<file path="src/rtl/ccff_loader_pkg.sv">
// Shared types and helpers for the multi-chain ccff configuration loader.
// Holds the loader state encoding and the beat-counter width derivation.
package ccff_loader_pkg;

  typedef enum logic [1:0] {
    ST_IDLE   = 2'd0,
    ST_LOAD   = 2'd1,
    ST_VERIFY = 2'd2
  } ccff_state_e;

  // Counter must reach CHAIN_LEN itself, hence len+1 values.
  function automatic int cnt_width(input int len);
    return $clog2(len + 1);
  endfunction

endpackage

</file>
<file path="src/rtl/ccff_tail_checker.sv">
// Compares each chain tail against the re-shifted head bit during verify shifts.
// Keeps sticky per-chain flags and a saturating count of mismatched bits.
module ccff_tail_checker
  import ccff_loader_pkg::*;
#(
  parameter int NUM_CHAINS = 4,
  parameter int ERR_W      = 16
) (
  input  logic                  clk,
  input  logic                  rst,
  input  logic                  clr,
  input  logic                  cmp_en,
  input  logic [NUM_CHAINS-1:0] head,
  input  logic [NUM_CHAINS-1:0] tail,
  output logic [NUM_CHAINS-1:0] err_chain,
  output logic [ERR_W-1:0]      err_count
);

  logic [NUM_CHAINS-1:0] miss_s;
  logic [ERR_W:0]        pop_s;
  logic [ERR_W:0]        sum_s;
  logic [ERR_W-1:0]      sat_s;
  logic [NUM_CHAINS-1:0] err_chain_r;
  logic [ERR_W-1:0]      err_count_r;

  // Mismatch vector, its popcount and the saturated running total.
  always_comb begin
    if (cmp_en) begin
      miss_s = head ^ tail;
    end else begin
      miss_s = {NUM_CHAINS{1'b0}};
    end
    pop_s = {(ERR_W+1){1'b0}};
    for (int i = 0; i < NUM_CHAINS; i++) begin
      pop_s = pop_s + {{ERR_W{1'b0}}, miss_s[i]};
    end
    sum_s = {1'b0, err_count_r} + pop_s;
    if (sum_s[ERR_W]) begin
      sat_s = {ERR_W{1'b1}};
    end else begin
      sat_s = sum_s[ERR_W-1:0];
    end
  end

  // Sticky flags and counter; cleared by reset or at the start of an operation.
  always_ff @(posedge clk) begin
    if (rst || clr) begin
      err_chain_r <= {NUM_CHAINS{1'b0}};
      err_count_r <= {ERR_W{1'b0}};
    end else begin
      err_chain_r <= err_chain_r | miss_s;
      err_count_r <= sat_s;
    end
  end

  assign err_chain = err_chain_r;
  assign err_count = err_count_r;

endmodule

</file>
<file path="src/rtl/ccff_multichain_loader.sv">
// Programs NUM_CHAINS parallel ccff chains from a valid/ready bit stream, one bit
// per chain per beat, with an optional verify pass comparing chain tails.
module ccff_multichain_loader
  import ccff_loader_pkg::*;
#(
  parameter int NUM_CHAINS = 4,
  parameter int CHAIN_LEN  = 1024,
  parameter int ERR_W      = 16
) (
  input  logic                  prog_clk,
  input  logic                  pReset,
  input  logic                  Test_en,
  input  logic                  start,
  input  logic                  verify_en,
  input  logic                  abort,
  input  logic                  cfg_valid,
  input  logic [NUM_CHAINS-1:0] cfg_data,
  output logic                  cfg_ready,
  output logic [NUM_CHAINS-1:0] ccff_head,
  output logic                  ccff_shift_en,
  input  logic [NUM_CHAINS-1:0] ccff_tail,
  output logic                  busy,
  output logic                  verify_phase,
  output logic                  done,
  output logic [NUM_CHAINS-1:0] err_chain,
  output logic [ERR_W-1:0]      err_count
);

  localparam int               CNT_W    = cnt_width(CHAIN_LEN);
  localparam logic [CNT_W-1:0] LAST_CNT = CNT_W'(CHAIN_LEN);
  localparam logic [CNT_W-1:0] LAST_IDX = CNT_W'(CHAIN_LEN - 1);
  localparam logic [CNT_W-1:0] CNT_ONE  = CNT_W'(1);

  ccff_state_e           state_r, next_state_s;
  logic [CNT_W-1:0]      beat_cnt_r;
  logic [NUM_CHAINS-1:0] head_r;
  logic                  en_r;
  logic                  mode_r;
  logic                  verify_r;  // pending shift belongs to the verify pass
  logic                  last_r;    // pending shift is the final one of the operation
  logic                  done_r;

  logic ready_s, accept_s, shift_s, pass_end_s, continue_s, final_shift_s, start_ok_s;

  assign ready_s       = (state_r != ST_IDLE) & (beat_cnt_r < LAST_CNT) & ~Test_en;
  assign accept_s      = cfg_valid & ready_s;
  assign shift_s       = en_r & ~Test_en;
  assign pass_end_s    = accept_s & (beat_cnt_r == LAST_IDX);
  assign continue_s    = pass_end_s & mode_r & (state_r == ST_LOAD);
  assign final_shift_s = shift_s & last_r;
  assign start_ok_s    = (state_r == ST_IDLE) & start & ~abort;

  // Next-state selection; abort overrides everything except reset.
  always_comb begin
    next_state_s = state_r;
    if (abort) begin
      next_state_s = ST_IDLE;
    end else begin
      case (state_r)
        ST_IDLE: begin
          if (start) next_state_s = ST_LOAD;
          else       next_state_s = ST_IDLE;
        end
        ST_LOAD: begin
          if (continue_s)         next_state_s = ST_VERIFY;
          else if (final_shift_s) next_state_s = ST_IDLE;
          else                    next_state_s = ST_LOAD;
        end
        ST_VERIFY: begin
          if (final_shift_s) next_state_s = ST_IDLE;
          else               next_state_s = ST_VERIFY;
        end
        default: next_state_s = ST_IDLE;
      endcase
    end
  end

  // State, beat counter and the head/enable pipeline stage.
  always_ff @(posedge prog_clk) begin
    if (pReset) begin
      state_r    <= ST_IDLE;
      beat_cnt_r <= {CNT_W{1'b0}};
      head_r     <= {NUM_CHAINS{1'b0}};
      en_r       <= 1'b0;
      mode_r     <= 1'b0;
      verify_r   <= 1'b0;
      last_r     <= 1'b0;
      done_r     <= 1'b0;
    end else begin
      state_r <= next_state_s;
      done_r  <= final_shift_s & ~abort;
      if (start_ok_s) begin
        beat_cnt_r <= {CNT_W{1'b0}};
        mode_r     <= verify_en;
      end else if (accept_s) begin
        beat_cnt_r <= continue_s ? {CNT_W{1'b0}} : beat_cnt_r + CNT_ONE;
      end
      if (abort) begin
        en_r   <= 1'b0;
        last_r <= 1'b0;
      end else if (accept_s) begin
        head_r   <= cfg_data;
        en_r     <= 1'b1;
        verify_r <= (state_r == ST_VERIFY);
        last_r   <= pass_end_s & ~continue_s;
      end else if (!Test_en) begin
        en_r   <= 1'b0;
        last_r <= 1'b0;
      end
    end
  end

  ccff_tail_checker #(
    .NUM_CHAINS (NUM_CHAINS),
    .ERR_W      (ERR_W)
  ) u_checker (
    .clk       (prog_clk),
    .rst       (pReset),
    .clr       (start_ok_s),
    .cmp_en    (shift_s & verify_r),
    .head      (head_r),
    .tail      (ccff_tail),
    .err_chain (err_chain),
    .err_count (err_count)
  );

  assign cfg_ready     = ready_s;
  assign ccff_head     = head_r;
  assign ccff_shift_en = shift_s;
  assign busy          = (state_r != ST_IDLE);
  assign verify_phase  = (state_r == ST_VERIFY);
  assign done          = done_r;

endmodule
</file>
<file path="config.mk">
export PLATFORM = sky130hd
export DESIGN_NAME = ccff_multichain_loader
export DESIGN_NICKNAME = d
export VERILOG_FILES = /design/src/rtl/ccff_loader_pkg.sv /design/src/rtl/ccff_tail_checker.sv /design/src/rtl/ccff_multichain_loader.sv
export SDC_FILE = /design/constraint.sdc
export NUM_CORES = 1
export LEC_CHECK = 0
export CORE_AREA = 3 3 89 83
export CTS_CLUSTER_DIAMETER = 40
export DETAILED_ROUTE_END_ITERATION = 10
export DIE_AREA = 0 0 92 86
export PLACE_DENSITY = 0.58
export SYNTH_ARGS = -nofsm -noshare
export SYNTH_HDL_FRONTEND = slang
export SYNTH_HIERARCHICAL = 1
export SYNTH_SLANG_ARGS = --single-unit
</file>
<file path="constraint.sdc">
create_clock -name prog_clk -period 8.05 [get_ports prog_clk]
set_input_delay 1.61 -clock prog_clk [delete_from_list [all_inputs] [get_ports prog_clk]]
set_output_delay 1.61 -clock prog_clk [all_outputs]
set_load 0.01 [all_outputs]
</file>
; After elaboration in Yosys (flattened, before gate mapping)
; Index checks and enable logic that the tools add are counted.
[word_totals]
regBits = 42
in_bits = 15
out_inout_bits = 29
wordCells = 55
[op_classes]
n_addsub = 5
magnitude_cmp = 1
n_eq_ne = 4
muxes = 11
bitwise_logic = 18
reduce_logical = 6
[ops]
columns = op, n
row1 = $add A17 B1 Y17, 2
row2 = $add A16 B17 Y17, 1
row3 = $mux W16, 1
row4 = $and A1 B1 Y1, 13
row5 = $add A11 B1 Y11 const B, 1
row6 = $eq A11 B10 Y1 const B, 1
row7 = $lt A11 B11 Y1 const B, 1
row8 = $mux W11, 1
row9 = $pmux W2 S3, 1
row10 = $mux W1, 5
row11 = $mux W2, 2
row12 = $mux W4, 1
row13 = $or A4 B4 Y4, 1
row14 = $reduce_or A2 Y1, 2
row15 = $xor A4 B4 Y4, 1
row16 = $not A1 Y1, 3
row17 = $add A1 B1 Y2, 1
row18 = $eq A2 B1 Y1 const B, 1
row19 = $eq A2 B2 Y1 const B, 1
row20 = $logic_not A2 Y1, 1
row21 = $ne A2 B1 Y1 const B, 1
row22 = $reduce_and A2 Y1, 1
row23 = $reduce_bool A2 Y1, 1
row24 = $logic_or A1 B1 Y1, 1

; Depth between registers and ports, before layout
[logic_depth]
ltp_word = 10
ltp_mapped = 13
depth_no_buf = 11

; Hierarchy
; The synthesis kept the hierarchy.
[by_module_without_submodules]
columns = mod, instances, cells_each, area_each_um2, seq_area_each_um2
row1 = ccff_multichain_loader, 1, 112, 1036.0, 440.4
row2 = ccff_tail_checker, 1, 108, 964.7, 400.4

; Worst setup path after synthesis
; No wires, ideal clock.
[synth_timing]
kind = input port to flip-flop
start = input port Test_en
end = register u_checker.err_count_r[14] (netlist: u_checker/err_count[14])
setup_ns = 0.086
arrival_ns = 4.332
required_ns = 7.964
setup_slack_ns = 3.632
stages = 12
n_path_buf = 1
path_cell_list = nor2b_1 > and2_1 > clkbuf_1 > nand2_1 > fa_1 > fa_1 > inv_1 > fa_1 > nand4_1 > nor4_1 > nor2_1 > a211oi_1
[synth_between]
elab_chain_cells = 9
[synth_lines]
columns = element, line
row1 = "start, declared", ccff_multichain_loader.sv:12  ; input logic Test_en,
row2 = $not A1 Y1 *, ccff_multichain_loader.sv:47  ; assign shift_s = en_r & ~Test_en;
row3 = $and A1 B1 Y1 *, ccff_multichain_loader.sv:47
row4 = $and A1 B1 Y1 *, ccff_multichain_loader.sv:120  ; .cmp_en (shift_s & verify_r),
row5 = $mux W4 *, ccff_tail_checker.sv:28  ; if (cmp_en) begin
row6 = $add A1 B1 Y2, ccff_tail_checker.sv:35  ; pop_s = pop_s + {{ERR_W{1'b0}}, miss_s[i]};
row7 = $add A17 B1 Y17, ccff_tail_checker.sv:35
row8 = $add A17 B1 Y17 *, ccff_tail_checker.sv:35
row9 = $add A16 B17 Y17 *, ccff_tail_checker.sv:37  ; sum_s = {1'b0, err_count_r} + pop_s;
row10 = $mux W16 *, ccff_tail_checker.sv:38  ; if (sum_s[ERR_W]) begin
row11 = "end signal, assigned", ccff_tail_checker.sv:49  ; err_count_r <= {ERR_W{1'b0}};
row12 = "end signal, assigned", ccff_tail_checker.sv:52  ; err_count_r <= sat_s;
row13 = "end, declared", ccff_tail_checker.sv:24  ; logic [ERR_W-1:0] err_count_r;
; Mark *: on every way between the ends. The rest lies on a longest branch, timed or not.
; A chain may end at the register's enable or synchronous reset.

; Worst setup path after layout
[layout_timing]
start = input port Test_en
end = register u_checker.err_count_r[5] (netlist: u_checker/err_count[5])
; The elaborated chain is that of the path after synthesis.

==> results.cfg <==
[outcome]
outcome = completed

[placement]
gp_congestion = 0.805
io_buffers = 43
dp_hpwl_um = 3480

[clock_network]
cts.root.buffer_cell = clkbuf_8
clockBufferDepth = 2
cts_setup_buffers = 0
cts_resized = 0
holdBufCountCts = 0
ctsHtreeMaxLevel = 2
insertion_delay_ns = 0.30
cts_buffers = 5
cts.sinks = 42
cts_tree = done
path_clk_slew_ns = 0.09

[global_routing]
gr-usage-met3_pct = 3.68
grt.busiest_layer = met2
antenna_found_initial = 0
grt_max_degree = 21
grt_overflow = 0
grt_usage_pct = 12.2
grtUsageMet1_pct = 16.7
grt_pass1_wl_um = 7910
use_met2_pct = 18.0
grt_pass1_vias = 1695

[die]
dieArea_mm2 = 0.00791
fp-row-count = 28
ios = 44
die_h_um = 86
die_width_um = 92
fp.coreArea_mm2 = 0.00652
start_util_pct = 30.7

[worst_setup_path]
r2r_start = en_r
start_kind = input pin
cp_slowest_cell = clkdlybuf4s50_1
setup.worst_path.start = Test_en
worstReg2RegEnd = u_checker/err_count[5]
path_cells = clkdlybuf4s50_1 -> nor2b_1 -> and2_1 -> nand2_1 -> fa_1 -> fa_1 -> inv_1 -> fa_1 -> nand4_1 -> nor2_1 -> nand2_1 -> a21oi_1
end_kind = register
r2r_cells = 11
required_ns = 8.27
crit_type = input pin to register
ff2ff_setup_slack_ns = 4.73
crit_end = u_checker/err_count[5]
cp_slowest_stage_delay_ns = 0.50
cp_max_fo = 14
crit_top_cell = fa_1
critPathArrivalTime_ns = 5.04

[drt]
dr.pass1.iters = 4
drt-total-wl_um = 4550
vias = 1727
drtAntennaViolNets = 0
drc = 0
first_iter_violations = 97
routedWlPerCell_um = 12.8
drt-vias-per-instance = 4.85

[cells_and_area]
diodes = 0
syn_to_final_growth_pct = 30.9
final_cell_mix = 43 x clkdlybuf4s50_1, 42 x dfxtp_1, 21 x nor2_1
nets = 285
final_common_cell = clkdlybuf4s50_1
drive_gt1_share_pct = 8.27

[synth]
synth_nets = 240
postSynthCellCount = 220
synth.ff_latch_count = 42
async_flop_share_pct = 0
ys_top_cells_by_area = dfxtp_1 42%, xor2_1 4.8%, a21oi_1 4.8%
synth_top_area_share_pct = 42.0
synth_edf_count = 0
ys_seq_area_share_pct = 42.0
syn_area_mm2 = 0.00200
avgSynthCellArea_um2 = 9.09
synth_area_leader_cell = dfxtp_1
ys.flop_type = dfxtp_1
ys_types = 49
yosys_warnings = 6

[pwr]
vdd_drop_max_uv = 65.7
finalPower_uw = 373
leakage_nw = 0.878
power_density_mw_per_mm2 = 142

[sta]
finalMaxSlewViolations = 0
finalCriticalPeriod_ns = 4.83
relSlewSlack_pct = 69.4
timing.fmax_mhz = 207
clock_skew_ns = 0.0104
tightest_slew_ns = 0.458
grt_setup_unrepaired = no
setup_viol = 0
finalSetupTns_ns = 0
hold_viol_final = 0
fin_crit_sh_pct = 60.0

[min_path]
holdCritPathClass = register to register

[job]
cap_viol_max_count = 0
## synth_stat cells (2+ instances only)
library cell  instances
dfxtp_1              42
nor2_1               21
a21oi_1              19
nand2_1              17
xor2_1               11
nand3_1              10
inv_1                 7
nand4_1               7
mux2i_1               6
xnor2_1               6
o31ai_1               5
and3_1                4
clkbuf_1              4
nor3_1                4
o21ai_0               4
or4_1                 4
fa_1                  3
nor2b_1               3
nor4_1                3
o2111ai_1             3
or3_1                 3
a21boi_1              2
a31oi_1               2
and2_1                2
ha_1                  2
nand3b_1              2
nor2_2                2
## per-stage QoR
stage               cells  setup slack, ns  hold WS, ns  util [%]  area, um2
floorplan             220             3.63        0.431         -       2000
global placement      348             3.04        0.448      38.7       2520
detailed placement    348             2.94        0.448      38.7       2520
CTS                   356             3.23        0.461      40.2       2620
global route          356             2.91        0.503      40.2       2620
finish                356             3.22        0.462      40.2       2620
## worst min path at each step
stage,start,end,slack [ns],depth (start not counted)
2_1_floorplan,last_r,last_r,0.43,2
3_3_place_gp,last_r,last_r,0.45,2
3_5_place_dp,last_r,last_r,0.45,2
4_1_cts,last_r,last_r,0.46,2
5_1_grt,last_r,last_r,0.50,2
6_report,last_r,last_r,0.46,2
## registers in the layout (all words and copies together) (netlist names)
name / count
state_r: 2
en_r: 1
last_r: 1
mode_r: 1
u_checker/err_chain: 4
ccff_head: 4
beat_cnt_r: 11
verify_r: 1
u_checker/err_count: 16
done: 1
## final cells by class
class | count | area, um2
clock buffers | 6 | 82.6
fillers | 674 | 3900
well taps | 90 | 113
inverters | 8 | 30.0
multi-input cells | 165 | 1110
clock inverters | 2 | 12.5
flip-flops and latches | 42 | 841
repair buffers | 43 | 430
## cell families after synthesis
logic type	synth area share, %
multiplexers	3.00
AND/OR/NAND/NOR	26.7
adder cells (fa/ha/maj)	4.25
buffers and inverters	2.50
AO/OA/AOI/OAI	14.1
flip-flops	42.0
XOR/XNOR	7.44
## layer usage
layer / vias to the layer above / part of all wire [%]
met4: 0 / 1.9
met5: - / 0
met3: 7 / 6.0
li1: 885 / -
met1: 795 / 51
met2: 40 / 41
## power breakdown
part / internal, mW / switching [mW] / leakage [nW]
Combinational: 0.0108 / 0.0111 / 0.492
Clock: 0.0690 / 0.0724 / 0.0472
Sequential: 0.208 / 0.000915 / 0.338
Total: 0.288 / 0.0845 / 0.878
## critical path, delay by kind of cell
kind	cells	cell delay [ns]
and+or+nand+nor	6	1.43
adders and majority gates	3	1.19
buffers and inverters	2	0.58
AOI/OAI and AO/OA	1	0.23
Power figures use the tool's default switching activity.
